## src/rtl/pio_pkg.sv

```systemverilog
// Shared definitions for the PCIe PIO BAR0 register bank: window codes,
// register indices and the byte-lane helpers used on both write and read paths.
package pio_pkg;

    typedef enum logic [1:0] {
        WIN_NONE = 2'b00,
        WIN_BAR0 = 2'b01,
        WIN_BAR2 = 2'b10,
        WIN_ROM  = 2'b11
    } pio_win_e;

    localparam int REG_ID       = 0;
    localparam int REG_CTRL     = 1;
    localparam int REG_STAT     = 2;
    localparam int REG_EVT      = 3;
    localparam int REG_CNT_LO   = 4;
    localparam int REG_CNT_HI   = 5;
    localparam int REG_EVT_MASK = 6;
    localparam int REG_CTRL_SET = 7;
    localparam int REG_SCRATCH0 = 8;

    // Bus word <-> register word. With swap set, register byte k travels on
    // bus bits [31-8k -: 8]; the mapping is its own inverse.
    function automatic logic [31:0] lane_map(input logic [31:0] word, input bit swap);
        return swap ? {word[7:0], word[15:8], word[23:16], word[31:24]} : word;
    endfunction

    function automatic logic [31:0] be_merge(input logic [31:0] old_word,
                                             input logic [31:0] new_word,
                                             input logic [31:0] mask);
        return (old_word & ~mask) | (new_word & mask);
    endfunction

endpackage

```

## src/rtl/pio_evt_flags.sv

```systemverilog
// Sticky event flags with write-1-to-clear, a per-flag enable mask and a
// registered level interrupt.
module pio_evt_flags
    import pio_pkg::*;
#(
    parameter int EVT_W = 8
) (
    input  logic             clk,
    input  logic             sys_rst_n,
    input  logic [EVT_W-1:0] evt_in,
    input  logic             clr_we,
    input  logic             mask_we,
    input  logic [EVT_W-1:0] wr_bits,
    input  logic [EVT_W-1:0] wr_bmask,
    output logic [EVT_W-1:0] flags,
    output logic [EVT_W-1:0] mask,
    output logic             irq
);

    logic [EVT_W-1:0] flag_q, flag_d;
    logic [EVT_W-1:0] mask_q, mask_d;
    logic [EVT_W-1:0] clr_bits;
    logic             irq_q, irq_d;

    always_comb begin
        clr_bits = '0;
        if (clr_we) begin
            clr_bits = wr_bits & wr_bmask;
        end
        // A new event in the same cycle as its clear keeps the flag set.
        flag_d = (flag_q & ~clr_bits) | evt_in;

        mask_d = mask_q;
        if (mask_we) begin
            mask_d = (mask_q & ~wr_bmask) | (wr_bits & wr_bmask);
        end

        irq_d = |(flag_q & mask_q);
    end

    always_ff @(posedge clk) begin
        if (!sys_rst_n) begin
            flag_q <= '0;
            mask_q <= '0;
            irq_q  <= 1'b0;
        end else begin
            flag_q <= flag_d;
            mask_q <= mask_d;
            irq_q  <= irq_d;
        end
    end

    assign flags = flag_q;
    assign mask  = mask_q;
    assign irq   = irq_q;

endmodule

```

## src/rtl/pio_reg_bank.sv

```systemverilog
// BAR0 register bank for the PCIe PIO endpoint: ID/CTRL/STAT, event flags,
// 64-bit cycle counter with snapshot, scratch registers and a ROM read window.
module pio_reg_bank
    import pio_pkg::*;
#(
    parameter int          NUM_REGS  = 16,
    parameter int          CTRL_W    = 8,
    parameter int          STAT_W    = 4,
    parameter int          EVT_W     = 8,
    parameter logic [31:0] ID_RESET  = 32'h0123_4567,
    parameter bit          BYTE_SWAP = 1'b1
) (
    input  logic              clk,
    input  logic              sys_rst_n,
    input  logic              rd_en,
    input  logic [13:0]       rd_addr,
    input  logic [3:0]        rd_be,
    output logic [31:0]       rd_data,
    output logic              rd_valid,
    input  logic              wr_en,
    input  logic [13:0]       wr_addr,
    input  logic [7:0]        wr_be,
    input  logic [31:0]       wr_data,
    output logic              wr_busy,
    output logic              rom_en,
    output logic [8:0]        rom_addr,
    input  logic [31:0]       rom_data,
    input  logic [STAT_W-1:0] stat_in,
    input  logic [EVT_W-1:0]  evt_in,
    output logic [CTRL_W-1:0] ctrl_out,
    output logic              irq
);

    localparam int IDX_W = $clog2(NUM_REGS);

    pio_win_e         rd_win, wr_win;
    logic [IDX_W-1:0] rd_idx, wr_idx;
    logic [31:0]      wr_word, wr_mask;
    logic             wr_hit, rd_hit;

    logic [31:0]       id_q, id_d;
    logic [CTRL_W-1:0] ctrl_q, ctrl_d;
    logic [STAT_W-1:0] stat_meta_q, stat_meta_d;
    logic [STAT_W-1:0] stat_sync_q, stat_sync_d;
    logic [63:0]       cnt_q, cnt_d;
    logic [31:0]       snap_q, snap_d;
    logic [31:0]       scr_q [NUM_REGS];
    logic [31:0]       scr_d [NUM_REGS];

    logic        rd_valid_q, rd_valid_d;
    pio_win_e    rd_win_q, rd_win_d;
    logic [31:0] rdata_q, rdata_d;
    logic [31:0] rd_word;

    logic [EVT_W-1:0] evt_flags, evt_mask;
    logic             evt_clr_we, evt_mask_we;
    logic             unused_ok;

    assign rd_win = pio_win_e'(rd_addr[13:12]);
    assign wr_win = pio_win_e'(wr_addr[13:12]);
    assign rd_idx = rd_addr[IDX_W-1:0];
    assign wr_idx = wr_addr[IDX_W-1:0];
    assign rd_hit = rd_en && (rd_win == WIN_BAR0);
    assign wr_hit = wr_en && (wr_win == WIN_BAR0);

    assign wr_word = lane_map(wr_data, BYTE_SWAP);

    // wr_be[k] gates register byte k; lane_map has already placed it at [8k+:8].
    generate
        for (genvar gi = 0; gi < 4; gi++) begin : g_be
            assign wr_mask[8*gi +: 8] = {8{wr_be[gi]}};
        end
    endgenerate

    assign evt_clr_we  = wr_hit && (wr_idx == IDX_W'(REG_EVT));
    assign evt_mask_we = wr_hit && (wr_idx == IDX_W'(REG_EVT_MASK));

    pio_evt_flags #(
        .EVT_W (EVT_W)
    ) u_evt (
        .clk      (clk),
        .sys_rst_n(sys_rst_n),
        .evt_in   (evt_in),
        .clr_we   (evt_clr_we),
        .mask_we  (evt_mask_we),
        .wr_bits  (wr_word[EVT_W-1:0]),
        .wr_bmask (wr_mask[EVT_W-1:0]),
        .flags    (evt_flags),
        .mask     (evt_mask),
        .irq      (irq)
    );

    // Write side and free-running state.
    always_comb begin
        id_d        = id_q;
        ctrl_d      = ctrl_q;
        scr_d       = scr_q;
        stat_meta_d = stat_in;
        stat_sync_d = stat_meta_q;
        cnt_d       = cnt_q + 64'd1;
        snap_d      = snap_q;

        if (wr_hit) begin
            if (wr_idx == IDX_W'(REG_ID)) begin
                id_d = be_merge(id_q, wr_word, wr_mask);
            end
            if (wr_idx == IDX_W'(REG_CTRL)) begin
                ctrl_d = CTRL_W'(be_merge(32'(ctrl_q), wr_word, wr_mask));
            end
            if (wr_idx == IDX_W'(REG_CTRL_SET)) begin
                ctrl_d = ctrl_q | CTRL_W'(wr_word & wr_mask);
            end
            for (int i = REG_SCRATCH0; i < NUM_REGS; i++) begin
                if (wr_idx == IDX_W'(i)) begin
                    scr_d[i] = be_merge(scr_q[i], wr_word, wr_mask);
                end
            end
        end

        // Reading the low half freezes the high half so a later CNT_HI read
        // pairs with it even if the low half wraps in between.
        if (rd_hit && (rd_idx == IDX_W'(REG_CNT_LO))) begin
            snap_d = cnt_q[63:32];
        end
    end

    // Read side: all sources are current flop values, so a same-cycle write
    // is not yet visible.
    always_comb begin
        rd_word = '0;
        if (rd_hit) begin
            if (rd_idx == IDX_W'(REG_ID))       rd_word = id_q;
            if (rd_idx == IDX_W'(REG_CTRL))     rd_word = 32'(ctrl_q);
            if (rd_idx == IDX_W'(REG_STAT))     rd_word = 32'(stat_sync_q);
            if (rd_idx == IDX_W'(REG_EVT))      rd_word = 32'(evt_flags);
            if (rd_idx == IDX_W'(REG_CNT_LO))   rd_word = cnt_q[31:0];
            if (rd_idx == IDX_W'(REG_CNT_HI))   rd_word = snap_q;
            if (rd_idx == IDX_W'(REG_EVT_MASK)) rd_word = 32'(evt_mask);
            for (int i = REG_SCRATCH0; i < NUM_REGS; i++) begin
                if (rd_idx == IDX_W'(i)) begin
                    rd_word = scr_q[i];
                end
            end
        end
        rdata_d    = lane_map(rd_word, BYTE_SWAP);
        rd_valid_d = rd_en;
        rd_win_d   = rd_win;
    end

    always_ff @(posedge clk) begin
        if (!sys_rst_n) begin
            id_q        <= ID_RESET;
            ctrl_q      <= '0;
            scr_q       <= '{default: '0};
            stat_meta_q <= '0;
            stat_sync_q <= '0;
            cnt_q       <= '0;
            snap_q      <= '0;
            rd_valid_q  <= 1'b0;
            rd_win_q    <= WIN_NONE;
            rdata_q     <= '0;
        end else begin
            id_q        <= id_d;
            ctrl_q      <= ctrl_d;
            scr_q       <= scr_d;
            stat_meta_q <= stat_meta_d;
            stat_sync_q <= stat_sync_d;
            cnt_q       <= cnt_d;
            snap_q      <= snap_d;
            rd_valid_q  <= rd_valid_d;
            rd_win_q    <= rd_win_d;
            rdata_q     <= rdata_d;
        end
    end

    // Gating with reset drops a completion whose request was in flight when
    // reset arrived.
    assign rd_valid = rd_valid_q && sys_rst_n;
    assign rd_data  = !rd_valid          ? 32'd0 :
                      (rd_win_q == WIN_ROM) ? rom_data : rdata_q;

    assign rom_en   = rd_en && (rd_win == WIN_ROM);
    assign rom_addr = rom_en ? rd_addr[8:0] : 9'd0;
    assign wr_busy  = 1'b0;
    assign ctrl_out = ctrl_q;

    assign unused_ok = ^{rd_be, wr_be[7:4], rd_addr[11:9], wr_addr[11:IDX_W]};

endmodule

```

## config.mk

```make
export PLATFORM = sky130hd
export DESIGN_NAME = pio_reg_bank
export DESIGN_NICKNAME = d
export VERILOG_FILES = /design/src/rtl/pio_pkg.sv /design/src/rtl/pio_evt_flags.sv /design/src/rtl/pio_reg_bank.sv
export SDC_FILE = /design/constraint.sdc
export NUM_CORES = 1
export LEC_CHECK = 0
export ABC_CLOCK_PERIOD_IN_PS = 7350
export BUFFER_PORTS_ARGS = -buffer_cell sky130_fd_sc_hd__buf_4
export CORE_MARGIN = 10
export CORE_UTILIZATION = 45
export CTS_BUF_LIST = sky130_fd_sc_hd__clkbuf_4
export DETAILED_ROUTE_END_ITERATION = 8
export PLACE_DENSITY_LB_ADDON = 0.3
export SYNTH_ARGS = -nofsm -noshare
export SYNTH_HDL_FRONTEND = slang
export SYNTH_HIERARCHICAL = 1
export SYNTH_SLANG_ARGS = --single-unit
```

## constraint.sdc

```tcl
create_clock -name clk -period 7.35 [get_ports clk]
set_input_delay 1.8375 -clock clk [delete_from_list [all_inputs] [get_ports clk]]
set_output_delay 1.8375 -clock clk [all_outputs]
set_load 0.01 [all_outputs]
```

==> impl_metrics.yaml <==
place:
  routabilityCongestion: 0.877
  dp_cells: 2998
  io_buffers: 152
  dp_hpwl_um: 41200
clocking:
  root_buffer: "clkbuf_4"
  worst_skew_pair.late_latency_ns: 0.84
  postCtsSetupBuffers: 0
  clk_path_buf_depth: 3
  cts_made_buffers: 111
  cts_tree: "done"
  cts_max_level: 3
  clock-sinks: 452
  ctsResizeCount: 0
  clk_pin_slew_ns: 0.06
  cts_hold_buf: 0
sta:
  fin_worst_skew_ns: 0.0471
  hold_viol_final: 0
  fin_setup_tns_ns: 0
  finalMaxSlewViolations: 0
  tightest_slew_ns: 1.18
  rsz0062_at_grt: "false"
  fmax_mhz: 188
  period_share_pct: 72.3
  fin_crit_ns: 5.31
  max-slew-margin-rel_pct: 21.4
  final-setup-viol-count: 0
synthesis:
  yosys.area_share.adder_pct: 0.0606
  synthesis.area_mm2: 0.0207
  synth_compound_area_share_pct: 16.8
  seq_area_frac_synth_pct: 43.8
  synthXorXnorAreaFrac_pct: 1.48
  ys.flop_type: "dfxtp_1"
  yosysTopAreaCell: "dfxtp_1"
  ys_ff_latch: 452
  syn_area_per_cell_um2: 8.44
  synthCells: 2446
  synth_edf_count: 0
  async_reset_ff_share_pct: 0
  synth_top_family_by_area: "simple AND/OR/NAND/NOR gates"
  synthesis.nets: 2567
  synth.distinct_cells: 61
  yosysWarnings: 6
  synthMuxAreaShare_pct: 13.5
  yosys.area_share.simple_pct: 19.7
  synth_top_cell_area_share_pct: 43.8
  synthTopCellsByArea: "dfxtp_1 (44%), mux2i_1 (12%), a21oi_1 (6.2%)"
worst_setup_path:
  cp_max_fo: 34
  crit_type: "in -> out"
  cp.arrival_ns: 3.48
  critPathLaunch: "sys_rst_n"
  crit_path_end_kind: "output port"
  r2r-end: "cnt_q[61]"
  r2r_slack_ns: 4.19
  crit_path_start_kind: "primary input"
  worst_ep_required_time_ns: 5.51
  rr_worst_depth: 5
  setup.worst_path.end: "rd_data[26]"
  rr_startpoint: "cnt_q[11]"
layout:
  mostFrequentLayoutCells: "dfxtp_1 (452), nor2_1 (317), nand2_1 (262)"
  drive_above_1_share_pct: 14.6
  nNetsFinal: 2632
  layout_commonest_cell: "dfxtp_1"
  area_growth_pct: 12.5
  final_cells: 3194
drt:
  routed.top_layer: "met5"
  drc_errors: 0
  drt-initial-drc-count: 1960
  vias: 18500
  ant_nets: 0
  wl_per_cell_um: 20.0
  avgViaCountPerCell: 5.80
  wl_met1_um: 27300
  drt_pass1_iterations: 6
  met2_length_um: 29900
  wl_met3_um: 4920
  wl_um: 63800
pwr:
  vdd_drop_max_mv: 0.0963
  p_leak_uw: 0.00863
  p_per_area_mw_per_mm2: 207
grt:
  antenna_found_initial: 4
  overflow: 0
  track_usage_pct: 22.6
  grt_pass1_wl_um: 99000
  grt_pass1_vias: 17800
  grt_start_max_net_pins: 179
run:
  drv_cap: 0
die:
  die_w_um: 234
  fp.dieArea_mm2: 0.0549
  chipHeight_um: 234
  io_pins: 173
  core-area_mm2: 0.0454
  rows: 78
  start_util_pct: 45.5
hold_path:
  hold_class: "reg -> reg"
run_status:
  outcome: "finished, final reports clean"
cell usage after synthesis (28+ instances only):
cell type / number
nor2_1: 318
nand2b_1: 32
mux2i_1: 257
nand3_1: 116
o221ai_1: 60
dfxtp_1: 452
nand2_1: 262
o21ai_0: 77
and2_1: 34
a221oi_1: 32
a21o_1: 28
a21oi_1: 256
clkbuf_1: 208
final cells by class:
type	instances	area, um2
diodes	2	5.00
clock buffers	145	1090
clock inverters	49	224
fillers	4232	22100
inverters	18	75.1
multi-input cells	1748	10700
flip-flops and latches	452	9050
well taps	600	751
repair buffers	180	1360
metrics by stage:
step                      hold WS, ns  setup WS [ns]  total power, uW  area (um2)  util (%)
after floorplan                 0.412           2.32             2740       20700         -
after global placement          0.423           2.09             2870       21900      48.3
after detailed placement        0.429           2.01             2870       21900      48.3
after CTS                       0.447           2.00             4830       23200      51.2
after global routing            0.462           1.89             4990       23200      51.2
final                           0.440           2.04             4800       23200      51.2
critical path, stage by stage:
cell	delay, ns
buf_4	0.39
nand2_1	0.50
buf_4	0.39
a21oi_1	0.17
buf_4	0.14
cell families after synthesis:
group | count (synthesis)
DFF | 452
AOI/OAI and AO/OA | 548
buffers and inverters | 246
muxes | 272
other | 1
and+or+nand+nor | 891
adders and majority gates | 1
xor gates and xnor gates | 35
worst min-delay path by stage:
stage	start	endpoint	slack, ns	depth (start not counted)
final	stat_meta_q[1]	stat_sync_q[1]	0.44	1
after global routing	stat_meta_q[2]	stat_sync_q[2]	0.46	1
after CTS	stat_meta_q[0]	stat_sync_q[0]	0.45	1
after detailed placement	stat_meta_q[1]	stat_sync_q[1]	0.43	1
after global placement	stat_meta_q[0]	stat_sync_q[0]	0.42	1
after floorplan	stat_meta_q[0]	stat_sync_q[0]	0.41	1
metal layers:
| metal | up-vias | global-route usage [%] |
|---|---|---|
| met5 | - | 0 |
| met4 | 4 | 8.91 |
| met3 | 112 | 4.41 |
| met2 | 712 | 35.9 |
| met1 | 8904 | 29.7 |
| li1 | 8790 | - |
report_power, final:
group / switching, uW / internal, uW
Combinational: 242 / 114
Clock: 1020 / 955
Sequential: 8.17 / 2460
Total: 1270 / 3530
(Power assumes the default switching activity.)
